==> config.mk <==
export PLATFORM = sky130hd
export DESIGN_NAME = sdram_phy_if
export DESIGN_NICKNAME = d
export VERILOG_FILES = /design/src/rtl/sdram_pkg.sv /design/src/rtl/sdram_rd_capture.sv /design/src/rtl/sdram_phy_if.sv
export SDC_FILE = /design/constraint.sdc
export NUM_CORES = 1
export LEC_CHECK = 0
export ABC_CLOCK_PERIOD_IN_PS = 2200
export BUFFER_PORTS_ARGS = -buffer_cell sky130_fd_sc_hd__buf_2
export CORE_MARGIN = 1
export CORE_UTILIZATION = 41
export DETAILED_ROUTE_END_ITERATION = 8
export PLACE_DENSITY = 0.73
export SLEW_MARGIN = 20
export SYNTH_ARGS = -nofsm -noshare
export SYNTH_HDL_FRONTEND = slang
export SYNTH_SLANG_ARGS = --single-unit
==> constraint.sdc <==
create_clock -name clk -period 2.2 [get_ports clk]
set_input_delay 0 -clock clk [delete_from_list [all_inputs] [get_ports clk]]
set_output_delay 0 -clock clk [all_outputs]
set_load 0.02 [all_outputs]
==> src/rtl/sdram_pkg.sv <==
// Shared types, pin encodings and mode-register helpers for the SDRAM PHY front end.
package sdram_pkg;

    typedef enum logic [3:0] {
        CmdNop          = 4'd0,
        CmdActive       = 4'd1,
        CmdRead         = 4'd2,
        CmdWrite        = 4'd3,
        CmdPrechargeAll = 4'd4,
        CmdAutoRefresh  = 4'd5,
        CmdSelfRefresh  = 4'd6,
        CmdLoadMode     = 4'd7,
        CmdSrExit       = 4'd8
    } sdram_cmd_t;

    typedef enum logic [1:0] {
        StIdle,
        StWriteBurst,
        StReadWait,
        StSelfRef
    } phy_state_e;

    // {cs_n, ras_n, cas_n, we_n}
    localparam logic [3:0] PinsNop       = 4'b0111;
    localparam logic [3:0] PinsActive    = 4'b0011;
    localparam logic [3:0] PinsRead      = 4'b0101;
    localparam logic [3:0] PinsWrite     = 4'b0100;
    localparam logic [3:0] PinsPrecharge = 4'b0010;
    localparam logic [3:0] PinsRefresh   = 4'b0001;
    localparam logic [3:0] PinsLoadMode  = 4'b0000;

    function automatic logic [2:0] bl_code(input int unsigned burst_len);
        case (burst_len)
            2:       return 3'd1;
            4:       return 3'd2;
            8:       return 3'd3;
            default: return 3'd0;
        endcase
    endfunction

    function automatic logic [6:0] mode_word(input int unsigned cas_lat,
                                             input int unsigned burst_len);
        return {3'(cas_lat), 1'b0, bl_code(burst_len)};
    endfunction

endpackage

==> src/rtl/sdram_rd_capture.sv <==
// Read-data capture: delays the per-beat read tag by CAS latency, then registers dq_in.
module sdram_rd_capture
    import sdram_pkg::*;
#(
    parameter int unsigned DQ_W    = 32,
    parameter int unsigned CAS_LAT = 3
) (
    input  logic            clk,
    input  logic            rst,
    input  logic            rd_tag,
    input  logic [DQ_W-1:0] dq_in,
    output logic [DQ_W-1:0] rdata,
    output logic            rdata_valid
);

    logic [CAS_LAT-1:0] tag_q;
    logic [DQ_W-1:0]    rdata_q;
    logic               rdata_valid_q;

    always_ff @(posedge clk) begin
        if (rst) begin
            tag_q         <= '0;
            rdata_q       <= '0;
            rdata_valid_q <= 1'b0;
        end else begin
            tag_q         <= {tag_q[CAS_LAT-2:0], rd_tag};
            rdata_valid_q <= tag_q[CAS_LAT-1];
            // Data is only updated on a real beat so rdata holds between bursts.
            if (tag_q[CAS_LAT-1]) begin
                rdata_q <= dq_in;
            end
        end
    end

    assign rdata       = rdata_q;
    assign rdata_valid = rdata_valid_q;

endmodule

==> src/rtl/sdram_phy_if.sv <==
// SDRAM command/data front end: one controller command per handshake to registered pin states.
module sdram_phy_if
    import sdram_pkg::*;
#(
    parameter int unsigned ROW_W     = 13,
    parameter int unsigned COL_W     = 10,
    parameter int unsigned BANK_W    = 2,
    parameter int unsigned DQ_W      = 32,
    parameter int unsigned CAS_LAT   = 3,
    parameter int unsigned BURST_LEN = 1
) (
    input  logic                clk,
    input  logic                rst,
    input  logic                cmd_valid,
    output logic                cmd_ready,
    input  logic [3:0]          cmd,
    input  logic                cmd_ap,
    input  logic [BANK_W-1:0]   bank,
    input  logic [ROW_W-1:0]    row_addr,
    input  logic [COL_W-1:0]    col_addr,
    input  logic [DQ_W-1:0]     wdata,
    output logic                wdata_req,
    output logic [DQ_W-1:0]     rdata,
    output logic                rdata_valid,
    output logic                cmd_err,
    output logic                cke,
    output logic                cs_n,
    output logic                ras_n,
    output logic                cas_n,
    output logic                we_n,
    output logic [BANK_W-1:0]   ba,
    output logic [ROW_W-1:0]    addr,
    output logic [DQ_W/8-1:0]   dqm,
    output logic [DQ_W-1:0]     dq_out,
    output logic                dq_oe,
    input  logic [DQ_W-1:0]     dq_in
);

    localparam int unsigned DqmW  = DQ_W / 8;
    localparam int unsigned BeatW = $clog2(BURST_LEN) + 1;

    phy_state_e         state_q;
    logic [BeatW-1:0]   beat_cnt_q;
    logic [1:0]         lat_cnt_q;
    logic [3:0]         pins_q;
    logic               cke_q;
    logic [BANK_W-1:0]  ba_q;
    logic [ROW_W-1:0]   addr_q;
    logic [DqmW-1:0]    dqm_q;
    logic [DQ_W-1:0]    dq_out_q;
    logic               dq_oe_q;
    logic               wdata_req_q;
    logic               cmd_err_q;
    logic               cmd_ready_q;
    logic               rd_tag_q;

    logic               accept;
    logic [ROW_W-1:0]   rw_addr;
    logic [ROW_W-1:0]   pre_addr;
    logic [ROW_W-1:0]   mode_addr;

    assign accept    = cmd_valid && cmd_ready_q;
    assign mode_addr = ROW_W'(mode_word(CAS_LAT, BURST_LEN));

    always_comb begin
        rw_addr                = '0;
        rw_addr[COL_W-1:0]     = col_addr;
        rw_addr[10]            = cmd_ap;
        pre_addr               = '0;
        pre_addr[10]           = 1'b1;
    end

    always_ff @(posedge clk) begin
        if (rst) begin
            state_q     <= StIdle;
            beat_cnt_q  <= '0;
            lat_cnt_q   <= '0;
            pins_q      <= PinsNop;
            cke_q       <= 1'b1;
            ba_q        <= '0;
            addr_q      <= '0;
            dqm_q       <= '1;
            dq_out_q    <= '0;
            dq_oe_q     <= 1'b0;
            wdata_req_q <= 1'b0;
            cmd_err_q   <= 1'b0;
            cmd_ready_q <= 1'b0;
            rd_tag_q    <= 1'b0;
        end else begin
            pins_q      <= PinsNop;
            cke_q       <= 1'b1;
            ba_q        <= '0;
            addr_q      <= '0;
            dqm_q       <= '1;
            dq_oe_q     <= 1'b0;
            wdata_req_q <= 1'b0;
            cmd_err_q   <= 1'b0;
            rd_tag_q    <= 1'b0;

            case (state_q)
                StIdle: begin
                    cmd_ready_q <= 1'b1;
                    if (accept) begin
                        case (cmd)
                            CmdNop, CmdSrExit: begin
                            end
                            CmdActive: begin
                                pins_q <= PinsActive;
                                addr_q <= row_addr;
                                ba_q   <= bank;
                            end
                            CmdRead: begin
                                pins_q      <= PinsRead;
                                addr_q      <= rw_addr;
                                ba_q        <= bank;
                                dqm_q       <= '0;
                                rd_tag_q    <= 1'b1;
                                beat_cnt_q  <= BeatW'(1);
                                lat_cnt_q   <= '0;
                                cmd_ready_q <= 1'b0;
                                state_q     <= StReadWait;
                            end
                            CmdWrite: begin
                                pins_q   <= PinsWrite;
                                addr_q   <= rw_addr;
                                ba_q     <= bank;
                                dqm_q    <= '0;
                                dq_oe_q  <= 1'b1;
                                dq_out_q <= wdata;
                                if (BURST_LEN > 1) begin
                                    wdata_req_q <= 1'b1;
                                    beat_cnt_q  <= BeatW'(1);
                                    cmd_ready_q <= 1'b0;
                                    state_q     <= StWriteBurst;
                                end
                            end
                            CmdPrechargeAll: begin
                                pins_q <= PinsPrecharge;
                                addr_q <= pre_addr;
                            end
                            CmdAutoRefresh: begin
                                pins_q <= PinsRefresh;
                            end
                            CmdSelfRefresh: begin
                                pins_q  <= PinsRefresh;
                                cke_q   <= 1'b0;
                                state_q <= StSelfRef;
                            end
                            CmdLoadMode: begin
                                pins_q <= PinsLoadMode;
                                addr_q <= mode_addr;
                            end
                            default: begin
                                cmd_err_q <= 1'b1;
                            end
                        endcase
                    end
                end

                // beat_cnt_q is the index of the beat whose wdata is on the bus this cycle.
                StWriteBurst: begin
                    dqm_q      <= '0;
                    dq_oe_q    <= 1'b1;
                    dq_out_q   <= wdata;
                    beat_cnt_q <= beat_cnt_q + BeatW'(1);
                    if (beat_cnt_q == BeatW'(BURST_LEN - 1)) begin
                        cmd_ready_q <= 1'b1;
                        state_q     <= StIdle;
                    end else begin
                        wdata_req_q <= 1'b1;
                    end
                end

                // First the dqm/tag window for every beat, then wait out CAS latency.
                StReadWait: begin
                    if (beat_cnt_q < BeatW'(BURST_LEN)) begin
                        dqm_q      <= '0;
                        rd_tag_q   <= 1'b1;
                        beat_cnt_q <= beat_cnt_q + BeatW'(1);
                    end else if (lat_cnt_q == 2'(CAS_LAT - 1)) begin
                        cmd_ready_q <= 1'b1;
                        state_q     <= StIdle;
                    end else begin
                        lat_cnt_q <= lat_cnt_q + 2'd1;
                    end
                end

                StSelfRef: begin
                    cmd_ready_q <= 1'b1;
                    cke_q       <= 1'b0;
                    if (accept) begin
                        if (cmd == CmdSrExit) begin
                            cke_q   <= 1'b1;
                            state_q <= StIdle;
                        end else begin
                            cmd_err_q <= 1'b1;
                        end
                    end
                end

                default: begin
                    state_q <= StIdle;
                end
            endcase
        end
    end

    sdram_rd_capture #(
        .DQ_W    (DQ_W),
        .CAS_LAT (CAS_LAT)
    ) u_rd_capture (
        .clk         (clk),
        .rst         (rst),
        .rd_tag      (rd_tag_q),
        .dq_in       (dq_in),
        .rdata       (rdata),
        .rdata_valid (rdata_valid)
    );

    assign {cs_n, ras_n, cas_n, we_n} = pins_q;
    assign cke       = cke_q;
    assign ba        = ba_q;
    assign addr      = addr_q;
    assign dqm       = dqm_q;
    assign dq_out    = dq_out_q;
    assign dq_oe     = dq_oe_q;
    assign wdata_req = wdata_req_q;
    assign cmd_err   = cmd_err_q;
    assign cmd_ready = cmd_ready_q;

endmodule

==> results of run 1 <==
## what timing repair did
item,in CTS,in global routing
setup endpoints to repair,0,1
hold buffers,90,0
gates resized for setup,0,1
endpoints found under the hold margin,80,0
## cell usage after synthesis (all sizes together) (2+ instances only)
library cell  count  area [µm²]
a21o              3        22.5
a21oi            39         195
a22oi            11        82.6
a311oi            2        17.5
a41oi             2        17.5
and2              4        25.0
buf              19         101
clkbuf           13        48.8
dfxtp            98        1960
ha                5        62.6
inv               6        22.5
mux2i            34         340
nand2            70         263
nand2b            5        31.3
nand3             3        15.0
nor2             49         184
nor2b             8        50.1
nor3              3        15.0
nor3b             2        20.0
nor4b             4        50.1
o41ai             2        17.5
or2               4        25.0
## area by class of cell
| class | count | share of cell area |
|---|---|---|
| Sequential cell | 98 | 0.337 |
| Timing Repair Buffer | 283 | 0.322 |
| Multi-Input combinational cell | 270 | 0.275 |
| Clock buffer | 11 | 0.0243 |
| Tap cell | 108 | 0.0232 |
| Clock inverter | 5 | 0.0146 |
| Inverter | 6 | 0.00386 |
## logic make-up (layout without fill, tap and decap cells)
kind of cell	Yosys count	count (layout)
flip-flops	98	98
AND/OR/NAND/NOR	161	161
other	1	1
AO/OA/AOI/OAI	69	69
multiplexers	34	34
adder cells (fa/ha/maj)	5	5
buffers and inverters	38	305
## worst min path at each step
stage	startpoint	endpoint	slack, ns	cells past startpoint
floorplan	row_addr[11]	addr[11]	0.12	1
global placement	row_addr[12]	addr[12]	0.20	2
detailed placement	row_addr[11]	addr[11]	0.21	2
CTS	row_addr[4]	addr[4]	0.02	4
global route	row_addr[4]	addr[4]	0.03	4
finish	row_addr[4]	addr[4]	0.03	4
## state kept, by name, indices dropped and copies added, names as in the netlist
| name | cells |
|---|---|
| u_rd_capture.tag_q | 3 |
| wdata_req | 1 |
| dqm | 1 |
| cke | 1 |
| cmd_err | 1 |
| pins_q | 3 |
| lat_cnt_q | 2 |
| u_rd_capture.rdata_valid | 1 |
| addr | 13 |
| ba | 2 |
| beat_cnt_q | 1 |
| dq_oe | 1 |
| state_q | 2 |
| rd_tag_q | 1 |
| u_rd_capture.rdata | 32 |
| dq_out | 32 |
| cmd_ready | 1 |
## metrics by stage
stage                     hold slack, ns  worst slack (ns)  power, µW  instance area (µm²)
after detailed placement           0.206             0.216       2060                 4700
after CTS                         0.0172             0.195       3460                 5830
after global placement             0.199             0.314       2060                 4700
after global routing              0.0335            0.0168       3590                 5830
final                             0.0259             0.101       3430                 5830
after floorplan                    0.122             0.571       1950                 3730
## metal layers
metal	vias up	track usage	routed length [µm]	share of wire
li1	1892	-	-	-
met1	1804	0.269	4420	0.40
met2	166	0.408	5700	0.52
met3	30	0.0446	611	0.055
met4	0	0.105	303	0.027
met5	-	0	0	0
## layout by cell type, fill, tap and decap left out, types with 2 or more instances in the layout
master and n:
buf_4 5, a21o_1 3, and2_1 4, or2_2 2, dfxtp_1 97, inv_1 6, a22oi_1 11, buf_2 188
nor4b_1 3, nand2b_1 5, bufinv_16 2, nand2_1 70, nor2_1 49, clkbuf_8 10, or2_1 2, dlygate4sd3_1 90
nand3_1 3, a311oi_1 2, a21oi_1 39, nor2b_1 8, o41ai_1 2, mux2i_1 34, ha_1 5, nor3_1 3
## critical path, stage by stage (launching register included)
cell	delay (ns)
dfxtp_1	0.39
inv_1	0.08
ha_1	0.34
or2_2	0.32
a2111oi_1	0.32
dlygate4sd3_1	0.60
## report_power, final
group	internal, µW	leakage [µW]	total (µW)	switching [µW]
combinational	207	0.00168	360	153
clock	678	0.000110	1280	603
sequential	1780	0.000791	1790	7.79
==> results.tsv, run 1 <==
stage	metric	value	unit
run_status	status	complete, no violations	
setup_path	r2r worst-path depth	5	
yosys	Ys Warns	0	
global_route	GRT Util Overall	0.231	
routing	DRT Pass-1 Iters	5	
yosys	most common flop cell mapped by yosys	dfxtp_1	
cells_and_area	register area	1960	µm²
yosys	syn avg cell area	9.18	µm²
floorplanning	Die Wd	97.3	µm
yosys	number of synthesized flops with an enable pin	0	
yosys	synthesized net count	508	
setup_path	r2r endpoint	cmd_err	
yosys	sequential fraction of the synthesis area	0.526	
routing	Routed WL	11000	µm
setup_path	Critical Path AT	2.40	ns
timing	setup violators final	0	
routing	drt via density	4.98	
timing	Worst-Margin Slew	0.777	ns
global_route	antenna violations before repair	0	
setup_path	CP startpoint kind	flop	
cts	H-tree Lvls	3	
timing	Slew Limit Fails	0	
floorplanning	die height	97.3	µm
placement	I/O Buffers	188	
cells_and_area	Nets	770	
cells_and_area	Filler Cell Count	670	
timing	RSZ-0062 raised after global routing	no	
global_route	first-pass GRT wire length	17800	µm
cts	CTS clock-pin slew for the worst setup and hold paths	0.09	ns
setup_path	WP data required	2.50	ns
setup_path	crit-path max FO	4	
timing	clk_skew	0.00906	ns
yosys	Synth Instances	406	
floorplanning	die area	9480	µm²
yosys	mux contribution to synthesized area	0.0913	
power_and_ir_drop	Power Dens Cells	589	nW/µm²
yosys	Yosys reg bits	98	
yosys	Compound-Gate Fraction of Synth Area	0.116	
setup_path	crit path to	cmd_err	
floorplanning	core area	8760	µm²
yosys	Synth Area in Simple Gates	0.202	
routing	DRC	0	
power_and_ir_drop	Pleak	0.00258	µW
floorplanning	Initial Utilization	0.425	
cells_and_area	fin util	0.665	
cts	Sink Count	98	
yosys	Post-Synth XOR/XNOR Area	0	
cells_and_area	area of the multi-input gates	1600	µm²
yosys	Synth async-reset ratio	0	
cts	TritonCTS clock tree	yes	
cts	Clock Path Buffers	2	
placement	DP HPWL	6410	µm
yosys	Mapped Area	3730	µm²
floorplanning	IO Pins	190	
yosys	largest family of logic cells by synthesized area	simple AND/OR/NAND/NOR gates	
setup_path	Setup CP Type	flop to flop	
routing	wire per inst	14.1	µm
cts	CTS Buf Count	9	
setup_path	Critical path origin	state_q[0]	
setup_path	Crit. End Element	flop	
routing	vias	3892	
timing	Max Clock Freq	476	MHz
timing	final worst-path cycle share	0.954	
cts	clock latency on the worst-skew pair	0.35	ns
timing	Slew headroom	0.482	
cells_and_area	diodes inserted	0	
routing	Initial DRC Count	167	
worst_hold_path	HP Class	input port to flop	
yosys	post-synth cell types	47	
cells_and_area	P&R area growth vs syn	56.4	%
setup_path	register-to-register setup slack	0.10	ns
flow_run	Max-Cap Viols	0	
routing	Routed Antenna Nets	0	
global_route	grt ovf	0	
timing	Setup TNS	0	ns
cts	Post-CTS Setup Inserts	0	
floorplanning	row cnt	34	
power_and_ir_drop	Peak VDD IR	0.000358	V
cells_and_area	Finished Layout Cells	781	
cts	Root Driver	clkbuf_8	
yosys	Synth Area in Adders	0.0168	
placement	dpl cells	675	
timing	Final Hold Viols	0	
setup_path	reg2reg start	state_q[0]	
global_route	number of global-route vias before repair	3794	
global_route	largest net degree at the start of global routing	77	
placement	Placer Congestion	0.839	
cells_and_area	share of cells above drive strength 1	0.318	
timing	post-route minimum period	2.10	ns
(Power assumes the default switching activity.)
==> run 2, diff against run 1 <==
--- a/config.mk
+++ b/config.mk
@@ -5,12 +5,14 @@
 export SDC_FILE = /design/constraint.sdc
 export NUM_CORES = 1
 export LEC_CHECK = 0
+export ABC_AREA = 1
 export ABC_CLOCK_PERIOD_IN_PS = 2200
 export BUFFER_PORTS_ARGS = -buffer_cell sky130_fd_sc_hd__buf_2
 export CORE_MARGIN = 1
 export CORE_UTILIZATION = 41
 export DETAILED_ROUTE_END_ITERATION = 8
 export PLACE_DENSITY = 0.73
+export SKIP_CTS_REPAIR_TIMING = 1
 export SLEW_MARGIN = 20
 export SYNTH_ARGS = -nofsm -noshare
 export SYNTH_HDL_FRONTEND = slang
==> results.tsv, run 2 <==
stage	metric	value	unit	change
floorplanning	core area	8720	µm²	-0.49%
power_and_ir_drop	Peak VDD IR	0.000311	V	-13%
run_status	status	finished, violations left		
timing	Final Hold Viols	1		+1
placement	dpl cells	748		+11%
setup_path	Crit. End Element	flop		
yosys	Area contributors post-synth	dfxtp_1 53%, nor2_1 15%, o21ai_0 8.8%		
floorplanning	die height	96.8	µm	-0.52%
cells_and_area	most common cell after layout, fill and taps aside	buf_2		
routing	DRC	0		unchanged
global_route	number of global-route vias before repair	3449		-9.1%
routing	Routed WL	11000	µm	-0.24%
placement	DP HPWL	6320	µm	-1.4%
cts	CTS Buf Count	9		unchanged
yosys	Yosys reg bits	98		unchanged
timing	clk_skew	0.0147	ns	+0.00569 ns
placement	I/O Buffers	188		unchanged
placement	dpl ws	0.286	ns	+0.0701 ns
floorplanning	die area	9380	µm²	-1.0%
yosys	Mapped Area	3690	µm²	-1.1%
power_and_ir_drop	Pleak	0.00295	µW	+14%
yosys	synthesized net count	578		+14%
timing	final worst-path cycle share	0.905		-0.0493
placement	Placer Congestion	0.832		-0.85%
setup_path	r2r worst-path depth	9		+4
global_route	GRT Util Overall	0.186		-0.0443
yosys	largest area contributor in the netlist	dfxtp_1		
global_route	antenna violations before repair	0		unchanged
yosys	Synth async-reset ratio	0		unchanged
yosys	Synth top cells by count	152 x nor2_1, 98 x dfxtp_1, 65 x o21ai_0		
yosys	most common flop cell mapped by yosys	dfxtp_1		
cells_and_area	most frequent cells in the layout	188 x buf_2, 152 x nor2_1, 98 x dfxtp_1		
worst_hold_path	Hold Path Depth	5		+1
cts	Root Driver	clkbuf_8		
cts	Sink Count	98		unchanged
cells_and_area	Finished Layout Cells	854		+9.3%
cts	Clock Path Buffers	2		unchanged
yosys	post-synth cell types	30		-36%
cts	clock latency on the worst-skew pair	0.35	ns	about the same
routing	Initial DRC Count	137		-18%
yosys	sequential fraction of the synthesis area	0.532		+0.00572
timing	Max Clock Freq	502	MHz	+5.4%
timing	setup violators final	0		unchanged
power_and_ir_drop	total power	3470	µW	+1.0%
routing	Routed Antenna Nets	0		unchanged
global_route	grt ovf	0		unchanged
flow_run	Max-Cap Viols	0		unchanged
placement	Placed Instance Area	4620	µm²	-1.7%
yosys	most frequent cell after synthesis	nor2_1		
yosys	Synth Instances	476		+17%
setup_path	Setup CP Type	flop to flop		
yosys	syn avg cell area	7.75	µm²	-16%
setup_path	r2r endpoint	dq_out[14]		
floorplanning	row cnt	34		unchanged
worst_hold_path	Hold Path Origin	row_addr[5]		
routing	vias	4049		+4.0%
cells_and_area	share of cells above drive strength 1	0.294		-0.0244
yosys	Synth top area share	0.532		+0.00572
routing	wire per inst	12.9	µm	-8.8%
timing	Slew headroom	0.388		-0.0945
timing	Worst-Margin Slew	0.917	ns	+0.140 ns
setup_path	Critical Path AT	2.27	ns	-0.13 ns
cells_and_area	Nets	843		+9.5%
timing	worst setup margin	0.209	ns	+0.108 ns
setup_path	crit-path max FO	32		+28
worst_hold_path	HP Class	input port to flop		
setup_path	CP startpoint kind	flop		
routing	DRT Pass-1 Iters	5		unchanged
timing	Setup TNS	0	ns	unchanged
floorplanning	Die Wd	96.8	µm	-0.52%
timing	worst hold slack	-0.0331	ns	-0.0590 ns
power_and_ir_drop	Power Dens Cells	603	nW/µm²	+2.4%
cts	H-tree Lvls	3		unchanged
setup_path	WP data required	2.48	ns	-0.02 ns
setup_path	reg2reg start	state_q[0]		
setup_path	register-to-register setup slack	0.21	ns	+0.11 ns
cts	CTS clock-pin slew for the worst setup and hold paths	0.10	ns	about the same
timing	RSZ-0062 raised after global routing	no		
cts	TritonCTS clock tree	yes		
timing	Slew Limit Fails	0		unchanged
floorplanning	Initial Utilization	0.423		-0.00252
cells_and_area	post-route cell area	5750	µm²	-1.4%
global_route	largest net degree at the start of global routing	68		-12%
timing	post-route minimum period	1.99	ns	-0.108 ns
yosys	Ys Warns	0		unchanged
global_route	first-pass GRT wire length	14800	µm	-17%
yosys	number of synthesized flops with an enable pin	0		unchanged
floorplanning	IO Pins	190		unchanged
routing	drt via density	4.74		-4.9%
worst_hold_path	Hold Crit Endpoint	addr[5]		
cells_and_area	diodes inserted	0		unchanged
run_status	violated checks	hold timing		
cells_and_area	P&R area growth vs syn	55.9	%	
run 2: changes by cell type in the layout (fill, tap and decap cells not counted), sizes merged, moves of 7 or more:
cell | before | now
mux2i | 34 | 0
nand3 | 3 | 10
a22oi | 11 | 0
nor2b | 8 | 0
inv | 7 | 32
nor2 | 49 | 156
a21oi | 39 | 18
o21ai | 1 | 71
nand2 | 70 | 47
run 2: where the power goes:
part	internal [µW]	switching, µW	leakage (µW)	total, µW
logic	206	168	0.00205	373
clock network	679	613	0.000110	1290
registers	1790	10.8	0.000791	1800
total	2680	792	0.00295	3470
run 2: routing by layer:
| layer | global-route usage | wire length, µm | vias up |
|---|---|---|---|
| met3 | 0.0520 | 642 | 16 |
| met1 | 0.208 | 4530 | 1843 |
| li1 | - | - | 2029 |
| met4 | 0.0666 | 175 | 0 |
| met5 | 0 | 0 | - |
| met2 | 0.336 | 5660 | 161 |
run 2: worst max path at each step:
stage / startpoint / end / slack, ns / cells after the start
floorplan: state_q[0] / dq_out[0] / 0.78 / 8
global placement: state_q[0] / dq_out[23] / 0.43 / 9
detailed placement: state_q[0] / dq_out[15] / 0.29 / 9
CTS: state_q[0] / dq_out[18] / 0.26 / 9
global route: state_q[0] / dq_out[24] / 0.04 / 9
finish: state_q[0] / dq_out[14] / 0.21 / 9
run 2: area by class of cell:
class / instances / area (µm²)
Clock inverter: 5 / 85.1
Inverter: 31 / 116
Multi-Input combinational cell: 320 / 1440
Tap cell: 108 / 135
Fill cell: 704 / 2970
Clock buffer: 11 / 141
Sequential cell: 98 / 1960
Timing Repair Buffer: 281 / 1860
run 2: cell families after synthesis:
| group | count (synthesis) | synth area share |
|---|---|---|
| flops | 98 | 0.532 |
| compound gates | 93 | 0.132 |
| simple gates | 221 | 0.241 |
| fa+ha+maj | 5 | 0.0170 |
| other cells | 1 | 0.00102 |
| buf+inv | 58 | 0.0763 |
run 2: through the flow:
step	utilization	hold WS, ns
final	0.659	-0.0331
after global routing	0.659	-0.000277
after CTS	0.556	-0.167
after detailed placement	0.530	0.226
after global placement	0.530	0.217
after floorplan	-	0.109
run 2: worst max-delay path, stage by stage, from the launching register on:
cell     delay [ns]
dfxtp_1        0.34
inv_1          0.09
ha_1           0.41
inv_2          0.09
nor2_2         0.15
nand3_2        0.11
o21ai_4        0.10
buf_4          0.32
o21ai_0        0.15
nor2_1         0.17
==> run 3, diff against run 2 <==
--- a/config.mk
+++ b/config.mk
@@ -8,6 +8,7 @@
 export ABC_AREA = 1
 export ABC_CLOCK_PERIOD_IN_PS = 2200
 export BUFFER_PORTS_ARGS = -buffer_cell sky130_fd_sc_hd__buf_2
+export CORE_ASPECT_RATIO = 0.75
 export CORE_MARGIN = 1
 export CORE_UTILIZATION = 41
 export DETAILED_ROUTE_END_ITERATION = 8
==> results.tsv, run 3 (synthesis gave the netlist of run 2 again) <==
stage	metric	value	unit	change
run_status	status	finished, violations left		
run_status	violated checks	DRC, hold timing		
worst_hold_path	Hold Path Depth	5		unchanged
timing	worst hold slack	-0.0227	ns	+0.0104 ns
cells_and_area	most common cell after layout, fill and taps aside	buf_2		
setup_path	r2r worst-path depth	9		unchanged
timing	post-route minimum period	2.12	ns	+0.129 ns
power_and_ir_drop	Power Dens Cells	634	nW/µm²	+5.1%
floorplanning	core area	8600	µm²	-1.4%
setup_path	Critical Path AT	2.39	ns	+0.12 ns
cells_and_area	P&R area growth vs syn	57.4	%	
floorplanning	IO Pins	190		unchanged
worst_hold_path	HP Class	input port to flop		
routing	DRC	11		+11
worst_hold_path	Hold Path Origin	row_addr[4]		
setup_path	Max stage delay cell, worst path	dlygate4sd3_1		
timing	Slew Limit Fails	0		unchanged
global_route	number of global-route vias before repair	3307		-4.1%
placement	Placer Congestion	0.825		-0.88%
routing	drt via density	4.73		-0.33%
cts	Clock Path Buffers	2		unchanged
timing	clk_skew	0.00448	ns	-0.0103 ns
timing	Setup TNS	0	ns	unchanged
floorplanning	die area	9380	µm²	about the same
setup_path	r2r endpoint	addr[3]		
worst_hold_path	Hold Crit Endpoint	addr[4]		
floorplanning	row cnt	29		-15%
placement	DP HPWL	6420	µm	+1.5%
routing	Initial DRC Count	214		+56%
cells_and_area	Nets	843		unchanged
power_and_ir_drop	Pleak	0.00299	µW	+1.2%
setup_path	register-to-register setup slack	0.08	ns	-0.13 ns
routing	Routed WL	10700	µm	-2.8%
cts	Sink Count	98		unchanged
placement	I/O Buffers	188		unchanged
timing	final worst-path cycle share	0.964		+0.0587
floorplanning	die height	84.1	µm	-13%
timing	Final Hold Viols	2		+1
global_route	largest net degree at the start of global routing	44		-35%
setup_path	WP data required	2.47	ns	about the same
cells_and_area	diodes inserted	0		unchanged
floorplanning	Die Wd	112	µm	+15%
timing	Max Clock Freq	472	MHz	-6.1%
setup_path	Critical path origin	state_q[0]		
global_route	grt ovf	0		unchanged
setup_path	Setup CP Type	flop to flop		
cts	H-tree Lvls	3		unchanged
cts	TritonCTS clock tree	yes		
cts	Root Driver	clkbuf_16		
power_and_ir_drop	Peak VDD IR	0.000427	V	+37%
global_route	first-pass GRT wire length	14700	µm	-0.47%
timing	Worst-Margin Slew	0.539	ns	-0.378 ns
setup_path	reg2reg start	state_q[0]		
cells_and_area	most frequent cells in the layout	188 x buf_2, 152 x nor2_1, 98 x dfxtp_1		
routing	wire per inst	12.5	µm	-2.7%
cells_and_area	fin util	0.675		+0.0157
cts	CTS Buf Count	9		unchanged
setup_path	most frequent CP cell	inv_1		
routing	DRT Pass-1 Iters	9		+4
global_route	antenna violations before repair	0		unchanged
setup_path	Crit. End Element	flop		
cells_and_area	share of cells above drive strength 1	0.294		+0.000394
cts	clock latency on the worst-skew pair	0.33	ns	-0.02 ns
routing	Routed Antenna Nets	0		unchanged
setup_path	crit-path max FO	8		-75%
cts	CTS clock-pin slew for the worst setup and hold paths	0.06	ns	-0.04 ns
global_route	GRT Util Overall	0.192		+0.00603
timing	setup violators final	0		unchanged
setup_path	crit-path max cell delay	0.58	ns	+0.17 ns
timing	Slew headroom	0.640		+0.253
floorplanning	Initial Utilization	0.429		+0.00597
flow_run	Max-Cap Viols	0		unchanged
setup_path	CP startpoint kind	flop		
setup_path	worst-path cell chain	inv_1, ha_1, inv_2, nor2_2, inv_1, nor2_4, inv_1, a21oi_1, dlygate4sd3_1		
routing	vias	4031		-0.44%
-- run 3: cell count changes in the layout (fill, tap and decap cells not counted), moves of 2 or more --
cell	previous run	this run
clkbuf_8	10	1
dlygate4sd3_1	90	88
clkinv_2	0	2
buf_4	3	5
clkbuf_16	0	9
-- run 3: how the worst max path moves through the flow --
stage / end / cells past startpoint / slack, ns
global placement: dq_out[7] / 9 / 0.58
detailed placement: dq_out[8] / 9 / 0.47
global route: addr[3] / 9 / -0.05
finish: addr[3] / 9 / 0.08
floorplan: dq_out[0] / 8 / 0.78
CTS: dq_out[8] / 9 / 0.46
-- run 3: power breakdown --
group	total [µW]	switching, µW	internal (µW)
clock network	1510	605	902
registers	1800	9.91	1790
logic	369	166	203
total	3680	781	2900
-- run 3: final cells by class --
| cell class | count | area (µm²) |
|---|---|---|
| fillers | 695 | 2800 |
| flip-flops and latches | 98 | 1960 |
| repair buffers | 281 | 1860 |
| multi-input cells | 320 | 1440 |
| clock buffers | 12 | 246 |
| well taps | 108 | 135 |
| inverters | 31 | 116 |
| clock inverters | 3 | 40.0 |
-- run 3: per-stage QoR --
stage | instances | cell area [µm²] | hold WS (ns) | power (µW) | setup slack (ns)
finish | 853 | 5800 | -0.0227 | 3680 | 0.0802
global route | 853 | 5800 | 0.000558 | 3830 | -0.0529
CTS | 765 | 4920 | -0.130 | 3600 | 0.461
detailed placement | 750 | 4640 | 0.225 | 2080 | 0.467
global placement | 750 | 4640 | 0.218 | 2080 | 0.583
floorplan | 476 | 3690 | 0.109 | 1960 | 0.781
-- run 3: layer usage --
metal,GRT usage,part of all wire,vias to the layer above
met5,0,0,-
met4,0.0725,0.023,0
met3,0.0542,0.061,23
met2,0.320,0.50,157
met1,0.238,0.42,1814
li1,-,-,2037
-- run 3: worst max-delay path, delay by kind of cell (launching register included) --
| family | cells | cell delay [ns] |
|---|---|---|
| AND/OR/NAND/NOR | 2 | 0.32 |
| AO/OA/AOI/OAI | 1 | 0.17 |
| buffers and inverters | 5 | 0.99 |
| adder cells (fa/ha/maj) | 1 | 0.26 |
| flip-flops | 1 | 0.33 |
